### src/rtl/i2s_pkg.sv
// Shared types and helpers for the I2S lane scheduler and related mixers.
package i2s_pkg;

   localparam int I2S_WIDTH = 24;

   typedef enum logic {CH_L = 1'b0, CH_R = 1'b1} chan_t;

   typedef enum logic {IDLE = 1'b0, SHOW = 1'b1} sched_state_t;

   function automatic int slot_idx(input chan_t chan, input int lane, input int lanes);
      return (chan == CH_R) ? lanes + lane : lane;
   endfunction

endpackage

### src/rtl/i2s_rr_pick.sv
// Combinational round-robin finder: first set request at or after i_base, wrapping modulo N.
module i2s_rr_pick #(
   parameter int N = 6,
   parameter int W = (N > 1) ? $clog2(N) : 1
) (
   input  logic [N-1:0] i_req,
   input  logic [W-1:0] i_base,
   output logic [W-1:0] o_idx,
   output logic         o_found
);

   logic [W:0] w_cand;

   always_comb begin
      o_idx   = '0;
      o_found = 1'b0;
      w_cand  = '0;
      for (int k = 0; k < N; k++) begin
         w_cand = {1'b0, i_base} + (W+1)'(k);
         if (w_cand >= (W+1)'(N)) w_cand = w_cand - (W+1)'(N);
         if (!o_found && i_req[w_cand[W-1:0]]) begin
            o_found = 1'b1;
            o_idx   = w_cand[W-1:0];
         end
      end
   end

endmodule

### src/rtl/i2s_lane_sched.sv
// Buffers one sample per lane/channel slot and drains them round-robin onto a valid/ready stream.
// Optional lane_en masking is enabled by defining I2S_SCHED_LANE_MASK_EN.
//
//  state | meaning
//  IDLE  | nothing presented; load the next pending slot when one exists
//  SHOW  | sample held on out_*; on transfer load the next pending slot or return to IDLE
module i2s_lane_sched
   import i2s_pkg::*;
#(
   parameter int WIDTH  = I2S_WIDTH,
   parameter int LANES  = 3,
   parameter int SLOT_W = $clog2(2*LANES),
   localparam int LANE_W = (LANES > 1) ? $clog2(LANES) : 1
) (
   input  logic                   i2s_bclk,
   input  logic                   rst_n,
   input  logic [LANES*WIDTH-1:0] dataL_in,
   input  logic [LANES*WIDTH-1:0] dataR_in,
   input  logic [LANES-1:0]       detectL,
   input  logic [LANES-1:0]       detectR,
`ifdef I2S_SCHED_LANE_MASK_EN
   input  logic [LANES-1:0]       lane_en,
`endif
   output logic [WIDTH-1:0]       out_data,
   output logic [LANE_W-1:0]      out_lane,
   output logic                   out_chan,
   output logic                   out_valid,
   input  logic                   out_ready,
   output logic [2*LANES-1:0]     overrun,
   input  logic                   ovr_clr,
   output logic [15:0]            frame_cnt
);

   localparam int NS = 2*LANES;

   sched_state_t      r_state;
   logic [WIDTH-1:0]  r_buf [NS];
   logic [NS-1:0]     r_pend;
   logic [NS-1:0]     r_ovr;
   logic [SLOT_W-1:0] r_ptr;
   logic [SLOT_W-1:0] r_slot;
   logic [WIDTH-1:0]  r_data;
   logic [LANE_W-1:0] r_lane;
   chan_t             r_chan;
   logic              r_valid;
   logic [15:0]       r_frame;

   logic [NS-1:0]     w_det;
   logic [NS-1:0]     w_en;
   logic [WIDTH-1:0]  w_sdata [NS];
   logic [NS-1:0]     w_req;
   logic [SLOT_W-1:0] w_base;
   logic [SLOT_W-1:0] w_nslot;
   logic [SLOT_W-1:0] w_pick;
   logic              w_found;
   logic              w_xfer;
   logic              w_load;
   logic [NS-1:0]     w_pick_oh;
   logic [NS-1:0]     w_pend_n;
   logic [NS-1:0]     w_ovr_n;
   chan_t             w_pchan;
   logic [LANE_W-1:0] w_plane;

   always_comb begin
      w_en = '1;
      for (int l = 0; l < LANES; l++) begin
`ifdef I2S_SCHED_LANE_MASK_EN
         w_en[slot_idx(CH_L, l, LANES)] = lane_en[l];
         w_en[slot_idx(CH_R, l, LANES)] = lane_en[l];
`endif
         w_sdata[slot_idx(CH_L, l, LANES)] = dataL_in[l*WIDTH +: WIDTH];
         w_sdata[slot_idx(CH_R, l, LANES)] = dataR_in[l*WIDTH +: WIDTH];
      end
      w_det = '0;
      for (int l = 0; l < LANES; l++) begin
         w_det[slot_idx(CH_L, l, LANES)] = detectL[l];
         w_det[slot_idx(CH_R, l, LANES)] = detectR[l];
      end
      w_det = w_det & w_en;
   end

   // In SHOW the pointer update is still in flight, so search from the slot after the presented one.
   assign w_nslot = (r_slot == SLOT_W'(NS-1)) ? '0 : r_slot + 1'b1;
   assign w_base  = (r_state == SHOW) ? w_nslot : r_ptr;
   assign w_req   = r_pend & w_en;

   i2s_rr_pick #(.N(NS), .W(SLOT_W)) u_pick (
      .i_req   (w_req),
      .i_base  (w_base),
      .o_idx   (w_pick),
      .o_found (w_found)
   );

   always_comb begin
      w_xfer    = (r_state == SHOW) && r_valid && out_ready;
      w_load    = w_found && ((r_state == IDLE) || w_xfer);
      w_pick_oh = '0;
      if (w_load) w_pick_oh[w_pick] = 1'b1;
      w_pend_n  = (w_req & ~w_pick_oh) | w_det;
      w_ovr_n   = (ovr_clr ? '0 : r_ovr) | (w_det & r_pend & ~w_pick_oh);
      w_pchan   = (int'(w_pick) >= LANES) ? CH_R : CH_L;
      w_plane   = LANE_W'((w_pchan == CH_R) ? int'(w_pick) - LANES : int'(w_pick));
   end

   always_ff @(posedge i2s_bclk or negedge rst_n) begin
      if (!rst_n) begin
         r_state <= IDLE;
         for (int s = 0; s < NS; s++) r_buf[s] <= '0;
         r_pend  <= '0;
         r_ovr   <= '0;
         r_ptr   <= '0;
         r_slot  <= '0;
         r_data  <= '0;
         r_lane  <= '0;
         r_chan  <= CH_L;
         r_valid <= 1'b0;
         r_frame <= '0;
      end else begin
         for (int s = 0; s < NS; s++) begin
            if (w_det[s]) r_buf[s] <= w_sdata[s];
         end
         r_pend <= w_pend_n;
         r_ovr  <= w_ovr_n;
         if (w_xfer) r_ptr <= w_nslot;
         if (w_xfer && (r_slot == SLOT_W'(NS-1))) r_frame <= r_frame + 16'd1;
         case (r_state)
            IDLE: begin
               if (w_load) begin
                  r_data  <= r_buf[w_pick];
                  r_lane  <= w_plane;
                  r_chan  <= w_pchan;
                  r_slot  <= w_pick;
                  r_valid <= 1'b1;
                  r_state <= SHOW;
               end
            end
            SHOW: begin
               if (w_xfer) begin
                  if (w_load) begin
                     r_data <= r_buf[w_pick];
                     r_lane <= w_plane;
                     r_chan <= w_pchan;
                     r_slot <= w_pick;
                  end else begin
                     r_valid <= 1'b0;
                     r_state <= IDLE;
                  end
               end
            end
            default: r_state <= IDLE;
         endcase
      end
   end

   assign out_data  = r_data;
   assign out_lane  = r_lane;
   assign out_chan  = r_chan;
   assign out_valid = r_valid;
   assign overrun   = r_ovr;
   assign frame_cnt = r_frame;

endmodule

### config.mk
export PLATFORM = sky130hd
export DESIGN_NAME = i2s_lane_sched
export DESIGN_NICKNAME = d
export VERILOG_FILES = /design/src/rtl/i2s_pkg.sv /design/src/rtl/i2s_rr_pick.sv /design/src/rtl/i2s_lane_sched.sv
export SDC_FILE = /design/constraint.sdc
export NUM_CORES = 1
export LEC_CHECK = 0
export BUFFER_PORTS_ARGS = -buffer_cell sky130_fd_sc_hd__buf_2
export CAP_MARGIN = 20
export CELL_PAD_IN_SITES_DETAIL_PLACEMENT = 0
export CELL_PAD_IN_SITES_GLOBAL_PLACEMENT = 1
export CORE_ASPECT_RATIO = 0.7
export CORE_MARGIN = 1.5
export CORE_UTILIZATION = 44
export CTS_CLUSTER_SIZE = 10
export DETAILED_ROUTE_END_ITERATION = 10
export PLACE_DENSITY_LB_ADDON = 0.2
export SLEW_MARGIN = 5
export SYNTH_ARGS = -nofsm -noshare
export SYNTH_HDL_FRONTEND = slang
export SYNTH_SLANG_ARGS = --single-unit
export TNS_END_PERCENT = 10
### constraint.sdc
create_clock -name i2s_bclk -period 5.1 [get_ports i2s_bclk]
set_input_delay 0.765 -clock i2s_bclk [delete_from_list [all_inputs] [get_ports i2s_bclk]]
set_output_delay 0.765 -clock i2s_bclk [all_outputs]
set_load 0.005 [all_outputs]
* Word-level counts from Yosys, hierarchy flattened
Index checks and enable logic that the tools add are counted.
** Word-level totals
- Input port bits :: 154
- Register bits after elaboration :: 207
- Word-level logic and storage cells :: 135
- Output and inout bits :: 50
** Operators by class
- Equality and inequality tests :: 4
- $lt $le $gt $ge :: 16
- Add/subtract/negate cells :: 14
- Reductions and logical operators :: 17
- Bitwise gates (word level) :: 8
- Mux-type cells :: 60
** Operators by type and width (number)
- $mux 24 :: 4
- $bmux 24 s3 :: 1
- $mux 3 :: 16
- $pmux 24 s2 :: 1
- $lt 3x4->1 const B :: 7
- $mux 1 :: 21
- $ge 4x3->1 const B :: 5
- $and 6x6->6 :: 3
- $bmux 1 s3 :: 6
- $sub 3x3->3 const B :: 6
- $add 16x1->16 const B :: 1
- $mux 6 :: 2
- $or 6x6->6 :: 2
- $logic_and 1x1->1 :: 10
- $add 3x2->4 const B :: 2
- $add 3x3->4 const B :: 2
- $mux 2 :: 3
- $not 6->6 :: 1
- $pmux 1 s2 :: 3
- $pmux 3 s2 :: 1
- $logic_not 1->1 :: 5
- $add 3x1->4 const B :: 1
- $ge 4x4->1 const B :: 1
- $ne 2x2->1 const B :: 2
- 13 further kinds :: 13

* Depth between registers and ports, before layout
Gate-level depths: netlist of run 1.
- Depth in word-level cells :: 31
- Mapped depth :: 20
- Mapped depth without buffers :: 19

* Modules after synthesis
Synthesis of run 1 repeated with hierarchy kept, for this count alone.
** Unflattened totals
- Cell total of the unflattened synthesis :: 794
- Area, all modules :: 9890.7 um^2
** Modules (own cells, without submodules)
- i2s_lane_sched :: seq. area each 5180.0 um^2, cells an instance 685, area each 9042.4 um^2, times used 1
- i2s_rr_pick :: seq. area each 0.0 um^2, cells an instance 109, area each 848.3 um^2, times used 1

* Worst setup path after synthesis of run 1
Ideal clock, no wire load.
- Kind :: flip-flop to flip-flop
- Start point :: reg r_slot[0]
- End point :: reg r_lane[1], in the netlist out_lane[1]
- Required time :: 5.005 ns
- Setup time :: 0.095 ns
- Stages on the path, launching flop included :: 21
- Clock period less this slack :: 3.951 ns
- Buffers on the path :: 5
- Arrival :: 3.856 ns
- Path slack :: 1.149 ns
- Cell sequence :: dfrtp_1 > buf_6 > mux2i_1 > a21o_1 > inv_1 > ha_1 > clkbuf_1 > a311o_1 > o21ai_1 > xnor2_1 > mux2_1 > mux2_4 > nand2_2 > a31oi_1 > buf_2 > buf_6 > buf_8 > ha_1 > and2b_1 > a21oi_1 > o31ai_1
** Between the ends
- Cells in the longest elaborated chain, start to end :: 29
- Elaborated cells on any way between the ends :: 69
- Those cells by class :: add/sub (13); order compare (7); eq/ne (1); mux (37); reduce/logical (11)
** RTL lines
- start, declared :: line i2s_lane_sched.sv:41 : logic [SLOT_W-1:0] r_slot;
- start signal, assigned :: line i2s_lane_sched.sv:132 : r_slot <= w_pick;
- start signal, assigned :: line i2s_lane_sched.sv:143 : r_slot <= w_pick;
- $add 3x1->3 or $eq 3x3->1 (tied branches) :: line i2s_lane_sched.sv:83 : assign w_nslot = (r_slot == SLOT_W'(NS-1)) ? '0 : r_slot + 1'b1;
- $mux 3 * :: line i2s_lane_sched.sv:83
- $mux 3 * :: line i2s_lane_sched.sv:84 : assign w_base = (r_state == SHOW) ? w_nslot : r_ptr;
- branches (longest 19 deep; another with $add 3x1->4)
- $mux 3 * :: line i2s_rr_pick.sv:21 : if (!o_found && i_req[w_cand[W-1:0]]) begin
- named net u_pick.o_idx[0] :: line i2s_rr_pick.sv:8 : output logic [W-1:0] o_idx,
- $ge 3x2->1 :: line i2s_lane_sched.sv:101 : w_pchan = (int'(w_pick) >= LANES) ? CH_R : CH_L;
- $mux 1 :: line i2s_lane_sched.sv:101
- $mux 2 * :: line i2s_lane_sched.sv:102 : w_plane = LANE_W'((w_pchan == CH_R) ? int'(w_pick) - LANES : int'(w_pick));
- $mux 2 * :: line i2s_lane_sched.sv:128, i2s_lane_sched.sv:139
- $mux 2 :: line i2s_lane_sched.sv:138 : if (w_xfer) begin
- $pmux 2 s2 * :: line i2s_lane_sched.sv:126 : case (r_state)
- end signal, assigned :: line i2s_lane_sched.sv:130 : r_lane <= w_plane;
- end signal, assigned :: line i2s_lane_sched.sv:141 : r_lane <= w_plane;
- end, declared :: line i2s_lane_sched.sv:43 : logic [LANE_W-1:0] r_lane;
Mark *: on every way through the listed nets, which the timed path passes. The select of a mux whose other input is x is not followed.
A chain may end at the register's enable or synchronous reset.

* Final worst setup path of run 1
- Start point :: reg r_state
- End point :: reg r_data[18], in the netlist out_data[18]
** Between the ends
- Cells in the longest elaborated chain, start to end :: 28
- Elaborated cells on any way between the ends :: 71
- Those cells by class :: add/sub (11); order compare (6); eq/ne (1); mux (37); bitwise (2); reduce/logical (14)
** RTL lines
- start, declared :: line i2s_lane_sched.sv:36 : sched_state_t r_state;
- start signal, assigned :: line i2s_lane_sched.sv:107 : r_state <= IDLE;
- start signal, assigned :: line i2s_lane_sched.sv:134 : r_state <= SHOW;
- start signal, assigned :: line i2s_lane_sched.sv:146 : r_state <= IDLE;
- branches (longest 28 deep; another with $add 3x1->4)
- end signal, assigned :: line i2s_lane_sched.sv:129 : r_data <= r_buf[w_pick];
- end signal, assigned :: line i2s_lane_sched.sv:140 : r_data <= r_buf[w_pick];
- end, declared :: line i2s_lane_sched.sv:42 : logic [WIDTH-1:0] r_data;
Several ways; the timed one is not identified. The select of a mux whose other input is x is not followed.

==> results of run 1 <==
-- kinds of logic (layout without fill, tap and decap cells) --
group	count (synthesis)	count (layout)	synth area share (%)
AOI/OAI and AO/OA	146	146	10.4
adders and majority gates	11	11	1.36
buffers and inverters	64	260	3.20
xor gates and xnor gates	20	20	1.83
and+or+nand+nor	110	110	5.83
muxes	233	233	25.4
DFF	207	207	52.0
-- worst max-delay path by stage --
stage,cells past startpoint,endpoint
floorplan,20,out_lane[1]
CTS,15,out_data[18]
detailed placement,15,out_data[18]
finish,15,out_data[18]
global route,15,out_data[22]
global placement,15,out_data[18]
-- report_power, final --
| part | internal (mW) | switching (mW) | leakage [nW] |
|---|---|---|---|
| Sequential | 1.97 | 0.237 | 2.42 |
| Combinational | 2.24 | 3.15 | 2.76 |
| Clock | 0.951 | 0.662 | 0.347 |
-- final cells by class --
cell class / count / area [um^2] / share of cell area (%)
clock buffer: 27 / 653 / 5.47
clock inverter: 3 / 57.6 / 0.482
inverter: 14 / 52.6 / 0.440
multi-input combinational: 520 / 4480 / 37.5
sequential: 207 / 5180 / 43.4
tap: 282 / 353 / 2.96
timing repair buffer: 216 / 1160 / 9.72
-- cell usage after synthesis, types with 2 or more instances --
master     number
dfrtp_1       207
mux2_2        149
mux2i_1        80
nand2_1        32
clkbuf_1       31
o22a_1         25
o22ai_1        25
nor2_1         22
o21ai_1        22
o21ai_0        20
nand3_1        14
inv_1          12
xnor2_1        12
ha_1           10
buf_4           8
a21oi_1         7
xor2_1          7
and2_1          6
o2bb2ai_1       6
nand4_1         5
nor3_1          5
or2_1           5
nor2b_1         4
o21a_1          4
a21o_1          3
a31oi_1         3
and3_1          3
buf_1           3
buf_6           3
o211ai_1        3
o31ai_1         3
a211o_1         2
a211oi_1        2
a22o_1          2
buf_2           2
buf_8           2
inv_2           2
mux2_1          2
nand2b_1        2
o21ai_2         2
or4_1           2
-- state kept, by name, summed over array words and instances (netlist names) --
| name | count |
|---|---|
| frame_cnt | 16 |
| out_chan | 1 |
| out_data | 24 |
| out_lane | 2 |
| out_valid | 1 |
| overrun | 6 |
| r_buf | 144 |
| r_pend | 6 |
| r_ptr | 3 |
| r_slot | 3 |
| r_state | 1 |
-- metal layers --
| metal | routed length, um | vias up | part of all wire [%] | global-route usage, % |
|---|---|---|---|---|
| li1 | - | 3269 | - | - |
| met4 | 412 | 2 | 1.5 | 5.30 |
| met5 | 10 | - | 0.037 | 0 |
| met3 | 1860 | 29 | 6.8 | 5.09 |
| met1 | 14700 | 3488 | 54 | 38.7 |
| met2 | 10300 | 269 | 38 | 29.6 |
==> results.txt, run 1 <==
Async set-reset flop share out of synthesis: 100%. On the critical path, the stage with the largest delay is an instance of ha_1. By area the synthesized netlist is led by dfrtp_1 52%, mux2_2 17%, mux2i_1 8.0%. The area growth from synthesis to layout works out to 19.8%. The clock insertion delay at the later pin of the skew report came out at 530 ps. Data arrives at the worst endpoint at 5180 ps. Setup violations remaining at the end of the flow were counted as 0. In this run the critical register-to-register path is captured at out_data[18].

Counting flops and latches in the post-synthesis netlist gives 207. Post-detailed-route wirelength per cell: 21.5 um. By startpoint and endpoint, the worst setup path is classified as register to register. For the worst setup path, the data required time is 5520 ps.

The run gives 5.52 nW as the static leakage. For this run, the number of Yosys warnings is 0. The first detailed-routing pass took 5 iterations. Counting flops with a built-in enable in the synthesized netlist gives 0.

The dominant synthesized flop cell was dfrtp_1. The count of final max-slew check failures is 0, and the maximum vdd ir drop is 0.829 mV. For the number of setup buffers added after CTS, the log shows 0.

The clock arrives with 8.41 ps of skew. Counting both buffers and inverters, the worst setup path holds a total of 2. The tools report the utilization of the core after routing as 54.3%. In this run the critical register-to-register path is launched from r_state. The core box area is 0.0220 mm^2, and the initial cell density of the core is 45.4%. Dividing total power by cell area gives a power density of 772 mW/mm^2. After floorplanning, the core was divided into 45 placement rows. The largest stage delay on the critical path came out at 620 ps.

The tools report the highest clock frequency the design can meet as 210 MHz. The total overflow left after global routing is 0. Final RePlAce weighted congestion: 0.874. The run gives 600 as the DRC violation total after the first TritonRoute iteration.

The top cell types in the final layout, fill and taps aside, are 207 x dfrtp_1, 202 x buf_2, 149 x mux2_2, 80 x mux2i_1, 32 x nand2_1. The total wire length came out at 27300 um. Routed via count: 7057. Final clock period utilization by the worst path: 93.5%. The tools report the final net count as 1148.

The count of buffers from port buffering works out to 203. The tools report the max-cap violation count as 0. Hold repair after CTS inserted 0 buffers. The flow ran to the end, and the final reports show no timing, DRC or antenna violations.

In the final layout, the share of cells above drive strength 1 is 41.8%. Counting along the longest clock path gives a buffer depth of 3. The layout has 1897 filler cells. In this run the worst path has a maximum fanout of 39. Top cell type by total area after synthesis: dfrtp_1.

The netlist area before placement was 0.00996 mm^2. In the routed layout, each cell is associated on average with a via count of 5.56. For the instance area after placement, the log shows 0.0112 mm^2. The share of synthesized area in the top cell type comes to 52.0%.

Setup repair after global routing left no endpoint under its margin. The instance count of the mapped netlist was 791. The element type at the critical path start is a register.

Counting I/O delays and the setup requirement, the final critical path takes 4770 ps. Across all setup checks in the final design, the least slack found is 331 ps. The finished cells cover 0.0119 mm^2. The most common cell after layout, fill and taps aside was dfrtp_1.

The run gives 376 ps as the worst hold margin. Grouping stages by cell kind, the critical path spends the most delay in compound AO/OA/AOI/OAI gates. The tools report the total number of clock tree sinks as 207. From left edge to right edge, the die measures 183 um.

Clock-pin slew was measured on the worst setup and hold paths at 60 ps. STA classifies the critical path endpoint as a register. The run gives 1 as the H-tree depth reported by CTS. The die is 129 um tall.

Entering global routing, the biggest net connects 112 pins. The netlist uses 73 different library cells. Worst hold path class: input port to asynchronous set/reset pin.

The die covers 0.0236 mm^2. In this run the remaining antenna-violating nets after routing total 0. The count of cells along the worst register-to-register path is 15. In this run the tightest slew margin relative to its limit is 39.3%.

The total negative slack was 0 ps. The pre-CTS worst setup slack was 405 ps; the global-route wire length before repair was 41500 um. The actual slew at the worst max-slew pin is 910 ps.

The critical path goes through nor2_1, a31oi_4, ha_1, a31o_1, nand3_1, a221oi_2, o21ai_2, nor4_4, nand2_2, a31oi_4, buf_12, buf_4, mux2i_1, o22ai_1, o22a_1. Once the clock tree was built, the resizer swapped 0 gates to a different size. The tools report the final instance count without filler cells as 1269. Cell repeated most along the worst path: a31oi_4.

The run gives 1 as the number of antenna violations at the first check in global routing. A synthesized cell averages 12.6 um^2. The tree is rooted in a clkbuf_16. Sequential elements use 52.0% of the synthesized area. Top-level I/O count: 204.

The run gives 0 as the antenna diode count. The tools report the number of failing hold endpoints at the final stage as 0. The overall fraction of global-route tracks in use was 23.2%; the slack of the worst reg-to-reg path was 330 ps. The number of placed instances with taps included was 1239; the number of CTS-inserted buffers was 25.

Counting every net in the synthesized netlist gives 955. TritonCTS built the clock tree. The tools report the number of design rule violations left after detail routing as 0. First element of the critical path: r_state. The design draws 9.21 mW. The run gives 6927 as the via count of the first global-routing pass.

After legalization and detailed placement, the total HPWL measured 19800 um.
Power figures use the tool's default switching activity.
==> inputs of run 2 (changes only) <==
ABC_AREA = 1   (was default)
CORE_UTILIZATION = 40   (was 44)
==> results.txt, run 2 <==
The worst clock skew was 12.4 ps (+4.04 ps). The routed via count is 9363 (+33%), and the layout cell share with drive strength beyond 1 is 16.1% (-26 points). The tools report the worst hold margin as 297 ps (-78.8 ps). The worst setup path is launched from a register. The highest clock frequency the design can meet is 229 MHz (+9.1%), and the sequential cell area is 0.00518 mm^2 (unchanged). The via count of the first global-routing pass came out at 9013 (+30%). The full die area was 0.0266 mm^2 (+13%). The half-perimeter wire length after detailed placement was 22100 um (+11%); the final net count was 1748 (+52%). First element of the critical path: r_state. The utilization of the core after routing came out at 48.6% (-5.8 points).

The tools report the static leakage as 6.95 nW (+26%). For the number of design rule violations left after detail routing, the log shows 0 (unchanged). The worst register-to-register path ends at out_lane[1].

The count of flip-flops with a built-in enable after synthesis came out at 0 (unchanged). The clock-pin slew on the worst setup and hold paths works out to 60 ps (about the same). The run finished with clean final reports. The actual slew at the worst max-slew pin was 972 ps (+61.6 ps). Summed over all instances, the cell type with the most area after synthesis is dfrtp_1.

The critical path capture point type is a register. The average via count per standard cell was 4.90 (-12%); the required time of the critical path was 5500 ps (-20 ps). The arrival time reported for the critical path endpoint is 4770 ps (-410 ps), and the vertical extent of the die is 137 um (+6.2%). The flip-flop and latch count after synthesis came out at 207 (unchanged). The count of cells along the worst register-to-register path works out to 22 (+7). The worst slew slack as a fraction of its limit is 35.2% (-4.1 points), and the netlist area before placement is 0.0102 mm^2 (+2.9%).

The number of failing hold endpoints at the final stage was 0 (unchanged). For the total wire length, the log shows 30800 um (+13%). The clock insertion delay at the later pin of the skew report came out at 520 ps (about the same).

The time the final worst path needs with I/O delays and setup is 4370 ps (-398 ps), and the post-cts sizing count is 0 (unchanged). In this run the worst hold path is classified as input port to asynchronous set/reset pin. The final instance count without filler cells is 1911 (+51%), and the final clock period utilization by the worst path is 85.7% (-7.8 points).

The initial cell density of the core came out at 41.1% (-4.3 points). The async set-reset flop share out of synthesis was 100% (unchanged); the DRC violation total after the first TritonRoute iteration was 576 (-4.0%). The sequential element share of the synthesized area was 50.6% (-1.4 points); the power per cell area was 300 mW/mm^2 (-61%). The standard-cell row count was 48 (+6.7%). The tools report the clock root buffer master as clkbuf_16. The count of final max-slew check failures was 0 (unchanged). The number of setup buffers added after CTS was 0 (unchanged); the total negative slack was 0 ps (unchanged). The largest register by flop count was r_buf. Most common cell after layout, fill and taps aside: nand2_1.

The tools report the slack of the worst reg-to-reg path as 730 ps (+400 ps). The flip-flop count of the largest register after layout is 144 (unchanged), and the overall fraction of global-route tracks in use is 23.8% (+0.61 points). The tools report the launch instance of the worst register-to-register path as r_state. The die outline width came out at 194 um (+6.3%).

The count of buffers from port buffering came out at 203 (unchanged). The largest net degree at the start of global routing came out at 121 (+8.0%). The area share of the leading cell type in the synthesized netlist works out to 50.6% (-1.4 points). The remaining antenna violation count after routing is 0 (unchanged). In the synthesized netlist the dominant register cell turns out to be dfrtp_1. TritonCTS built the clock tree.

Setup repair after global routing left no endpoint under its margin. The tools report the maximum root-to-sink buffer count as 3 (unchanged). The path type of the worst setup path was register to register.

Total number of yosys warnings: 0 (unchanged). The logs give 3.63 mW (-61%) for the total power draw and 0.00455 mm^2 (+1.7%) for the multi-input gate area in the final layout. The tools report the final RePlAce weighted congestion as 0.861 (-1.5%). By area the synthesized netlist is led by dfrtp_1 51%, nand2_1 29%, nand3_1 5.2%. nand2_1 is the most common cell in the netlist.

The top-level I/O count is 204 (unchanged). The critical path ends at out_lane[1]. Global-route wire length before repair: 49700 um (+20%). The logs give 24 (-4.0%) for the number of CTS-inserted buffers and 5 (unchanged) for the number of detailed-route iterations in the first pass. The logs give 0 (unchanged) for the max-cap violation count and 1409 (+78%) for the instance count of the mapped netlist.

The H-tree depth reported by CTS is 1 (unchanged), and the number of antenna violations at the first check in global routing is 0 (-1). The area growth from synthesis to layout is 18.1%, and the setup violation total in the final timing report is 0 (unchanged). For the antenna diode count, the log shows 0 (unchanged). Leaving out fill and tap cells, the most frequent cells in the layout are 796 x nand2_1, 207 x dfrtp_1, 202 x buf_2, 107 x nand3_1, 89 x nor2_1.

The post-cts hold buffer count is 0 (unchanged), and the total number of clock tree sinks is 207 (unchanged). The tools report the maximum vdd ir drop as 0.203 mV (-75%). The net count after synthesis is 1573 (+65%), and the aggregate global routing overflow is 0 (unchanged). By count the netlist is led by 796 x nand2_1, 207 x dfrtp_1, 107 x nand3_1.

The count of unique library cells instantiated by Yosys came out at 33 (-55%). The core box area was 0.0249 mm^2 (+14%). For the number of placed instances with taps included, the log shows 1883 (+52%). The number of fill cells in the layout was 2577 (+36%); the maximum fanout along the worst path was 53 (+36%). The post-detailed-route wirelength per cell was 16.1 um (-25%); the post-synthesis area per instance was 7.27 um^2 (-42%).
## run 2: final cells by class
class	count	share of cell area (%)
sequential	207	42.8
multi-input combinational	1082	37.6
timing repair buffer	217	9.35
clock buffer	28	5.26
tap	325	3.36
inverter	52	1.61
## run 2: report_power, final
part / internal (mW) / switching [mW] / leakage [nW]
clock: 0.863 / 0.632 / 0.312
combinational: 0.124 / 0.199 / 4.09
sequential: 1.75 / 0.0622 / 2.55
## run 2: critical path, stage by stage (launching register included)
cell and delay, ps:
dfrtp_1 480, o21ai_0 550, inv_1 220, ha_1 260, inv_1 90, nand3_1 130, nand2_1 160, nand2_1 90
nand2_1 110, nand2_1 60, nand3_1 120, nand2_2 100, nand3_2 130, nor2_1 60, nand2_1 60, nand2_1 100
inv_1 110, nand3_4 530, ha_1 470, inv_1 90, nand3_1 120, a21oi_1 160, nor2_1 50
## run 2: cells by family after synthesis
group	Yosys count	share of synthesized area (%)
muxes	1	0.0977
and+or+nand+nor	1020	39.6
xor gates and xnor gates	16	1.37
AOI/OAI and AO/OA	35	1.99
DFF	207	50.6
buffers and inverters	120	5.13
adders and majority gates	10	1.22
## run 2: worst min path at each step
| stage | startpoint | end | slack, ps | cells after the start |
|---|---|---|---|---|
| after floorplan | r_buf[0] | r_buf[0] | 440 | 2 |
| after global placement | frame_cnt[15] | frame_cnt[15] | 450 | 1 |
| after detailed placement | r_buf[48] | r_buf[48] | 460 | 2 |
| after CTS | rst_n | frame_cnt[3] | 380 | 1 |
| after global routing | rst_n | frame_cnt[3] | 400 | 1 |
| final | rst_n | frame_cnt[3] | 300 | 1 |
## run 2: through the flow
stage / worst slack, ps / instance area, um^2
2_1_floorplan: 1630 / 10200
3_3_place_gp: 888 / 11500
3_5_place_dp: 735 / 11500
4_1_cts: 716 / 12100
5_1_grt: 197 / 12100
6_report: 729 / 12100
## run 2: per-layer routing
metal	GRT usage (%)	routed length [um]	vias up	part of all wire [%]
met4	4.77	516	0	1.7
met3	3.50	2030	30	6.6
met5	0	0	-	0
li1	-	-	4686	-
met2	37.0	13200	280	43
met1	35.4	15100	4367	49
